--- src/rtl/clock_set_controller.sv ---
`default_nettype none
// ============================================================================
//  Module   : clock_set_controller
//  Purpose  : Time-setting controller for a 24-hour digital clock. Walks
//             RUN -> SET_HOUR -> SET_MIN -> COMMIT on debounced button pulses,
//             freezes the timekeeper while editing, drives display blink
//             enables and issues a one-cycle parallel load on commit.
//  Ports    : clk, reset_n (async, active low)
//             sec_tick              1 Hz single-cycle pulse
//             btn_mode/inc/dec      single-cycle button pulses
//             cur_hour[4:0]         live hours   0..23
//             cur_min[5:0]          live minutes 0..59
//             hold                  timekeeper must ignore sec_tick
//             load                  one-cycle load strobe
//             load_hour/min/sec     values to load (seconds always 0)
//             mode[1:0]             0=RUN 1=SET_HOUR 2=SET_MIN 3=COMMIT
//             blink_hour/blink_min  digit blanking enables
//  Revision : 1.0  initial release
// ============================================================================
module clock_set_controller #(
  parameter int TIMEOUT_SECS = 10   // legal range 1..255
) (
  input  logic       clk,
  input  logic       reset_n,
  input  logic       sec_tick,
  input  logic       btn_mode,
  input  logic       btn_inc,
  input  logic       btn_dec,
  input  logic [4:0] cur_hour,
  input  logic [5:0] cur_min,
  output logic       hold,
  output logic       load,
  output logic [4:0] load_hour,
  output logic [5:0] load_min,
  output logic [5:0] load_sec,
  output logic [1:0] mode,
  output logic       blink_hour,
  output logic       blink_min
);

  typedef enum logic [1:0] {
    RUN      = 2'd0,
    SET_HOUR = 2'd1,
    SET_MIN  = 2'd2,
    COMMIT   = 2'd3
  } state_t;

  localparam logic [4:0] C_HOUR_MAX = 5'd23;
  localparam logic [5:0] C_MIN_MAX  = 6'd59;
  // Idle count value at which the next sec_tick is the aborting one.
  localparam logic [7:0] C_IDLE_LAST = 8'(TIMEOUT_SECS - 1);

  state_t     state_q, state_d;
  logic [4:0] edit_hour_q, edit_hour_d;
  logic [5:0] edit_min_q, edit_min_d;
  logic [7:0] idle_q, idle_d;
  logic       phase_q, phase_d;
  logic       hold_q, hold_d;
  logic       load_q, load_d;
  logic [4:0] load_hour_q, load_hour_d;
  logic [5:0] load_min_q, load_min_d;
  logic       blink_hour_q, blink_hour_d;
  logic       blink_min_q, blink_min_d;

  logic any_btn;
  logic step_up;
  logic step_dn;

  // inc and dec together cancel; the press still counts as activity.
  assign any_btn = btn_mode | btn_inc | btn_dec;
  assign step_up = btn_inc & ~btn_dec;
  assign step_dn = btn_dec & ~btn_inc;

  always_comb begin
    state_d     = state_q;
    edit_hour_d = edit_hour_q;
    edit_min_d  = edit_min_q;
    idle_d      = idle_q;
    phase_d     = phase_q;

    case (state_q)
      RUN: begin
        if (btn_mode) begin
          // Out-of-range live values are clamped so the edit fields stay legal.
          edit_hour_d = (cur_hour > C_HOUR_MAX) ? 5'd0 : cur_hour;
          edit_min_d  = (cur_min > C_MIN_MAX) ? 6'd0 : cur_min;
          idle_d      = 8'd0;
          phase_d     = 1'b1;
          state_d     = SET_HOUR;
        end
      end

      SET_HOUR, SET_MIN: begin
        if (sec_tick) begin
          phase_d = ~phase_q;
        end
        if (any_btn) begin
          // Any button is activity: it wins over a timeout-reaching tick.
          idle_d = 8'd0;
          if (btn_mode) begin
            // Mode wins over a simultaneous step.
            if (state_q == SET_HOUR) begin
              state_d = SET_MIN;
              phase_d = 1'b1;
            end else begin
              state_d = COMMIT;
            end
          end else if (state_q == SET_HOUR) begin
            if (step_up) begin
              edit_hour_d = (edit_hour_q >= C_HOUR_MAX) ? 5'd0 : edit_hour_q + 5'd1;
            end else if (step_dn) begin
              edit_hour_d = (edit_hour_q == 5'd0 || edit_hour_q > C_HOUR_MAX)
                            ? C_HOUR_MAX : edit_hour_q - 5'd1;
            end
          end else begin
            if (step_up) begin
              edit_min_d = (edit_min_q >= C_MIN_MAX) ? 6'd0 : edit_min_q + 6'd1;
            end else if (step_dn) begin
              edit_min_d = (edit_min_q == 6'd0 || edit_min_q > C_MIN_MAX)
                           ? C_MIN_MAX : edit_min_q - 6'd1;
            end
          end
        end else if (sec_tick) begin
          if (idle_q >= C_IDLE_LAST) begin
            // Abort: discard the edit, no load.
            state_d = RUN;
            idle_d  = 8'd0;
            phase_d = 1'b1;
          end else begin
            idle_d = idle_q + 8'd1;
          end
        end
      end

      COMMIT: begin
        state_d = RUN;
      end

      default: begin
        state_d = RUN;
      end
    endcase

    // Outputs are registered copies of what the next state implies.
    hold_d       = (state_d != RUN);
    load_d       = (state_d == COMMIT);
    load_hour_d  = load_d ? edit_hour_d : load_hour_q;
    load_min_d   = load_d ? edit_min_d : load_min_q;
    blink_hour_d = (state_d == SET_HOUR) && phase_d;
    blink_min_d  = (state_d == SET_MIN) && phase_d;
  end

  always_ff @(posedge clk or negedge reset_n) begin
    if (!reset_n) begin
      state_q      <= RUN;
      edit_hour_q  <= 5'd0;
      edit_min_q   <= 6'd0;
      idle_q       <= 8'd0;
      phase_q      <= 1'b1;
      hold_q       <= 1'b0;
      load_q       <= 1'b0;
      load_hour_q  <= 5'd0;
      load_min_q   <= 6'd0;
      blink_hour_q <= 1'b0;
      blink_min_q  <= 1'b0;
    end else begin
      state_q      <= state_d;
      edit_hour_q  <= edit_hour_d;
      edit_min_q   <= edit_min_d;
      idle_q       <= idle_d;
      phase_q      <= phase_d;
      hold_q       <= hold_d;
      load_q       <= load_d;
      load_hour_q  <= load_hour_d;
      load_min_q   <= load_min_d;
      blink_hour_q <= blink_hour_d;
      blink_min_q  <= blink_min_d;
    end
  end

  assign mode       = state_q;
  assign hold       = hold_q;
  assign load       = load_q;
  assign load_hour  = load_hour_q;
  assign load_min   = load_min_q;
  assign load_sec   = 6'd0;
  assign blink_hour = blink_hour_q;
  assign blink_min  = blink_min_q;

endmodule
`default_nettype wire

--- config.mk ---
export PLATFORM = sky130hd
export DESIGN_NAME = clock_set_controller
export DESIGN_NICKNAME = d
export VERILOG_FILES = /design/src/rtl/clock_set_controller.sv
export SDC_FILE = /design/constraint.sdc
export NUM_CORES = 1
export LEC_CHECK = 0
export BUFFER_PORTS_ARGS = -buffer_cell sky130_fd_sc_hd__buf_2
export CORE_UTILIZATION = 59
export CTS_BUF_LIST = sky130_fd_sc_hd__clkbuf_8
export DETAILED_ROUTE_END_ITERATION = 6
export PLACE_DENSITY = 0.93
export SLEW_MARGIN = 40
export SYNTH_ARGS = -nofsm -noshare
export SYNTH_HDL_FRONTEND = slang
export SYNTH_SLANG_ARGS = --single-unit
--- constraint.sdc ---
create_clock -name clk -period 2.9 [get_ports clk]
set_input_delay 0.145 -clock clk [delete_from_list [all_inputs] [get_ports clk]]
set_output_delay 0.145 -clock clk [all_outputs]
set_load 0.01 [all_outputs]
==> flow_metrics.py <==
metrics = {
    "die": {
        "initial_core_util_pct": 61.9,
        "num_io_pins": 40,
        "die-area_um2": 4910,
        "die_h_um": 70.0,
        "coreArea_um2": 4410,
        "rows": 24,
        "die_x_um": 70.0,
    },
    "cells_and_area": {
        "final_cells": 389,
        "layout-drive-gt1-share_pct": 16.9,
        "final_util_pct": 66.6,
        "syn2layout_area_growth_pct": 7.70,
        "fin_nets": 363,
        "n_antenna_cell": 0,
        "fillers": 362,
    },
    "sta": {
        "fin_worst_skew_ps": 4.49,
        "whs_ps": 59.4,
        "period_needed_ps": 2440,
        "fin_setup_tns_ps": 0,
        "finalWorstSetupSlack_ps": 455,
        "fmax_mhz": 409,
        "setup_viol": 0,
        "max_slew.worst_pin.slew_ps": 706,
        "hold_viol_final": 0,
        "grt_setup_unrepaired": "no",
        "relSlewSlack_pct": 52.8,
        "min_period_over_period_pct": 84.3,
        "maxSlewViolCount": 0,
    },
    "critical_path": {
        "critical_path_class": "flip-flop to flip-flop",
        "arrival_ps": 2660,
        "cp_max_fo": 13,
        "r2r_slack_ps": 460,
        "required_ps": 3110,
        "cp-end-kind": "flip-flop",
        "critPathLaunchType": "flip-flop",
        "r2r_start": "mode[0]",
        "reg2reg_depth": 7,
        "rr_endpoint": "load_min[5]",
    },
    "route": {
        "via_count": 2528,
        "drc": 0,
        "via_per_inst": 6.50,
        "drt_first_pass_iters": 6,
        "wl_mm": 6.55,
        "antenna_left": 0,
        "wl_per_cell_um": 16.8,
        "drt_iter0_markers": 364,
    },
    "global_route": {
        "antenna_found_initial": 0,
        "grt_max_degree": 38,
        "grt_pass1_vias": 2298,
        "track_usage_pct": 27.7,
        "overflow": 0,
        "grt_pass1_wl_mm": 10.8,
    },
    "yosys": {
        "async_flop_share_pct": 100,
        "synth_area_leaders": "dfrtp_1, ha_1, nand3_1, a21oi_1, nor2_1",
        "synth_flop_cell": "dfrtp_1",
        "synth.distinct_cells": 62,
        "yosys.area.top_type": "dfrtp_1",
        "ys_ff_latch": 37,
        "syn_avg_cell_area_um2": 8.67,
        "synthCells": 315,
        "ys_seq_area_share_pct": 33.9,
        "synth_top_area_share_pct": 33.0,
        "ys_warn_count": 0,
        "yosysMostFrequentCell": "dfrtp_1",
        "synth_common_cells": "dfrtp_1, nor2_1, nand3_1, a21oi_1, inv_1",
        "synth_edf_count": 0,
        "syn-cell-area_um2": 2730,
    },
    "min_path": {
        "min_path_cells": 2,
        "hold_path.startpoint": "cur_hour[1]",
        "holdPathEnd": "edit_hour_q[1]",
        "hp-class": "input pin to flip-flop",
    },
    "cts": {
        "cts_tree": "built",
        "htree_levels": 2,
        "clk_path_buf_depth": 2,
        "root_buffer": "clkbuf_8",
        "clock_latency_ps": 290,
        "cts_buffers": 5,
        "cts.sinks": 37,
        "clkTransAtPathRegs_ps": 70,
        "cts_resized": 0,
    },
    "place": {
        "port_buffers": 33,
        "hpwl_mm": 4.72,
        "preCtsSetupSlack_ps": 533,
        "dp.cells": 380,
        "gp_congestion": 0.932,
    },
    "pwr": {
        "power_density_nw_per_um2": 1030,
        "p_leak_nw": 1.34,
        "peakVddDrop_uv": 1130,
    },
    "flow_run": {
        "cap_violations": 0,
    },
    "outcome": {
        "status": "completed",
    },
}
[cells by family (layout without fill, tap and decap cells)]
family                     count (synthesis)  in the layout  share of synthesized area (%)
and+or+nand+nor                          120            120                           25.1
xor gates and xnor gates                   3              3                          0.962
other                                      1              6                          0.137
DFF                                       37             37                           33.9
buffers and inverters                     43             60                           7.51
muxes                                     11             11                           4.54
adders and majority gates                 10             10                           4.58
AOI/OAI and AO/OA                         90             90                           23.3
[critical path, cell delays in order (launching register included)]
cell,delay (ps)
dfrtp_1,430
inv_1,60
ha_1,520
nor2b_1,380
and3_1,290
nor3b_1,330
o211ai_1,170
a31oi_1,180
[worst max-delay path by stage]
stage | from | end | slack (ps) | depth (start not counted)
floorplan | mode[0] | load_min[1] | 740 | 6
CTS | mode[0] | load_min[0] | 510 | 8
detailed placement | mode[0] | load_min[0] | 530 | 8
finish | mode[0] | load_min[5] | 460 | 7
global route | mode[0] | load_min[5] | 290 | 7
global placement | mode[0] | load_min[2] | 630 | 8
[layout by cell type (no fill, tap or decap), drive strengths merged, types with 10 or more instances in the layout]
cell type	n
nand2	15
o21ai	15
nand3	21
dfrtp	36
a21oi	18
ha	10
buf	34
nor2	22
inv	18
nor2b	10
[report_power, final]
part | internal (mW) | switching, mW | total (mW)
logic | 0.726 | 1.02 | 1.75
clock network | 0.163 | 0.175 | 0.338
registers | 0.710 | 0.247 | 0.957
[layer usage]
| metal | global-route usage, % | routed length [um] |
|---|---|---|
| met5 | 0 | 0 |
| met4 | 12.0 | 175 |
| met3 | 4.33 | 464 |
| met2 | 42.5 | 3020 |
| met1 | 39.0 | 2890 |
[metrics by stage]
stage / total power, mW / cell area [um^2]
detailed placement: 2.67 / 2850
global placement: 2.61 / 2850
floorplan: 2.23 / 2750
global route: 3.26 / 2940
finish: 3.04 / 2940
CTS: 3.02 / 2940
[sequential cells by signal (all words and copies together), names as in the netlist]
| name | cells |
|---|---|
| blink_hour | 1 |
| blink_min | 1 |
| edit_hour_q | 5 |
| edit_min_q | 6 |
| hold | 1 |
| idle_q | 8 |
| load | 1 |
| load_hour | 5 |
| load_min | 6 |
| mode | 2 |
| phase_q | 1 |
[final cells by class]
class | instances | area (um^2) | share of cell area [%]
Tap cell | 52 | 65.1 | 2.21
Clock inverter | 3 | 13.8 | 0.468
Sequential cell | 37 | 927 | 31.5
Timing Repair Buffer | 35 | 185 | 6.30
Multi-Input combinational cell | 240 | 1620 | 55.0
Clock buffer | 5 | 68.8 | 2.34
Inverter | 17 | 63.8 | 2.17
[repair_timing]
item	CTS	global route
hold buffers	1	0
setup buffers	0	0
endpoints found under the hold margin	36	0
Power figures use the tool's default switching activity.
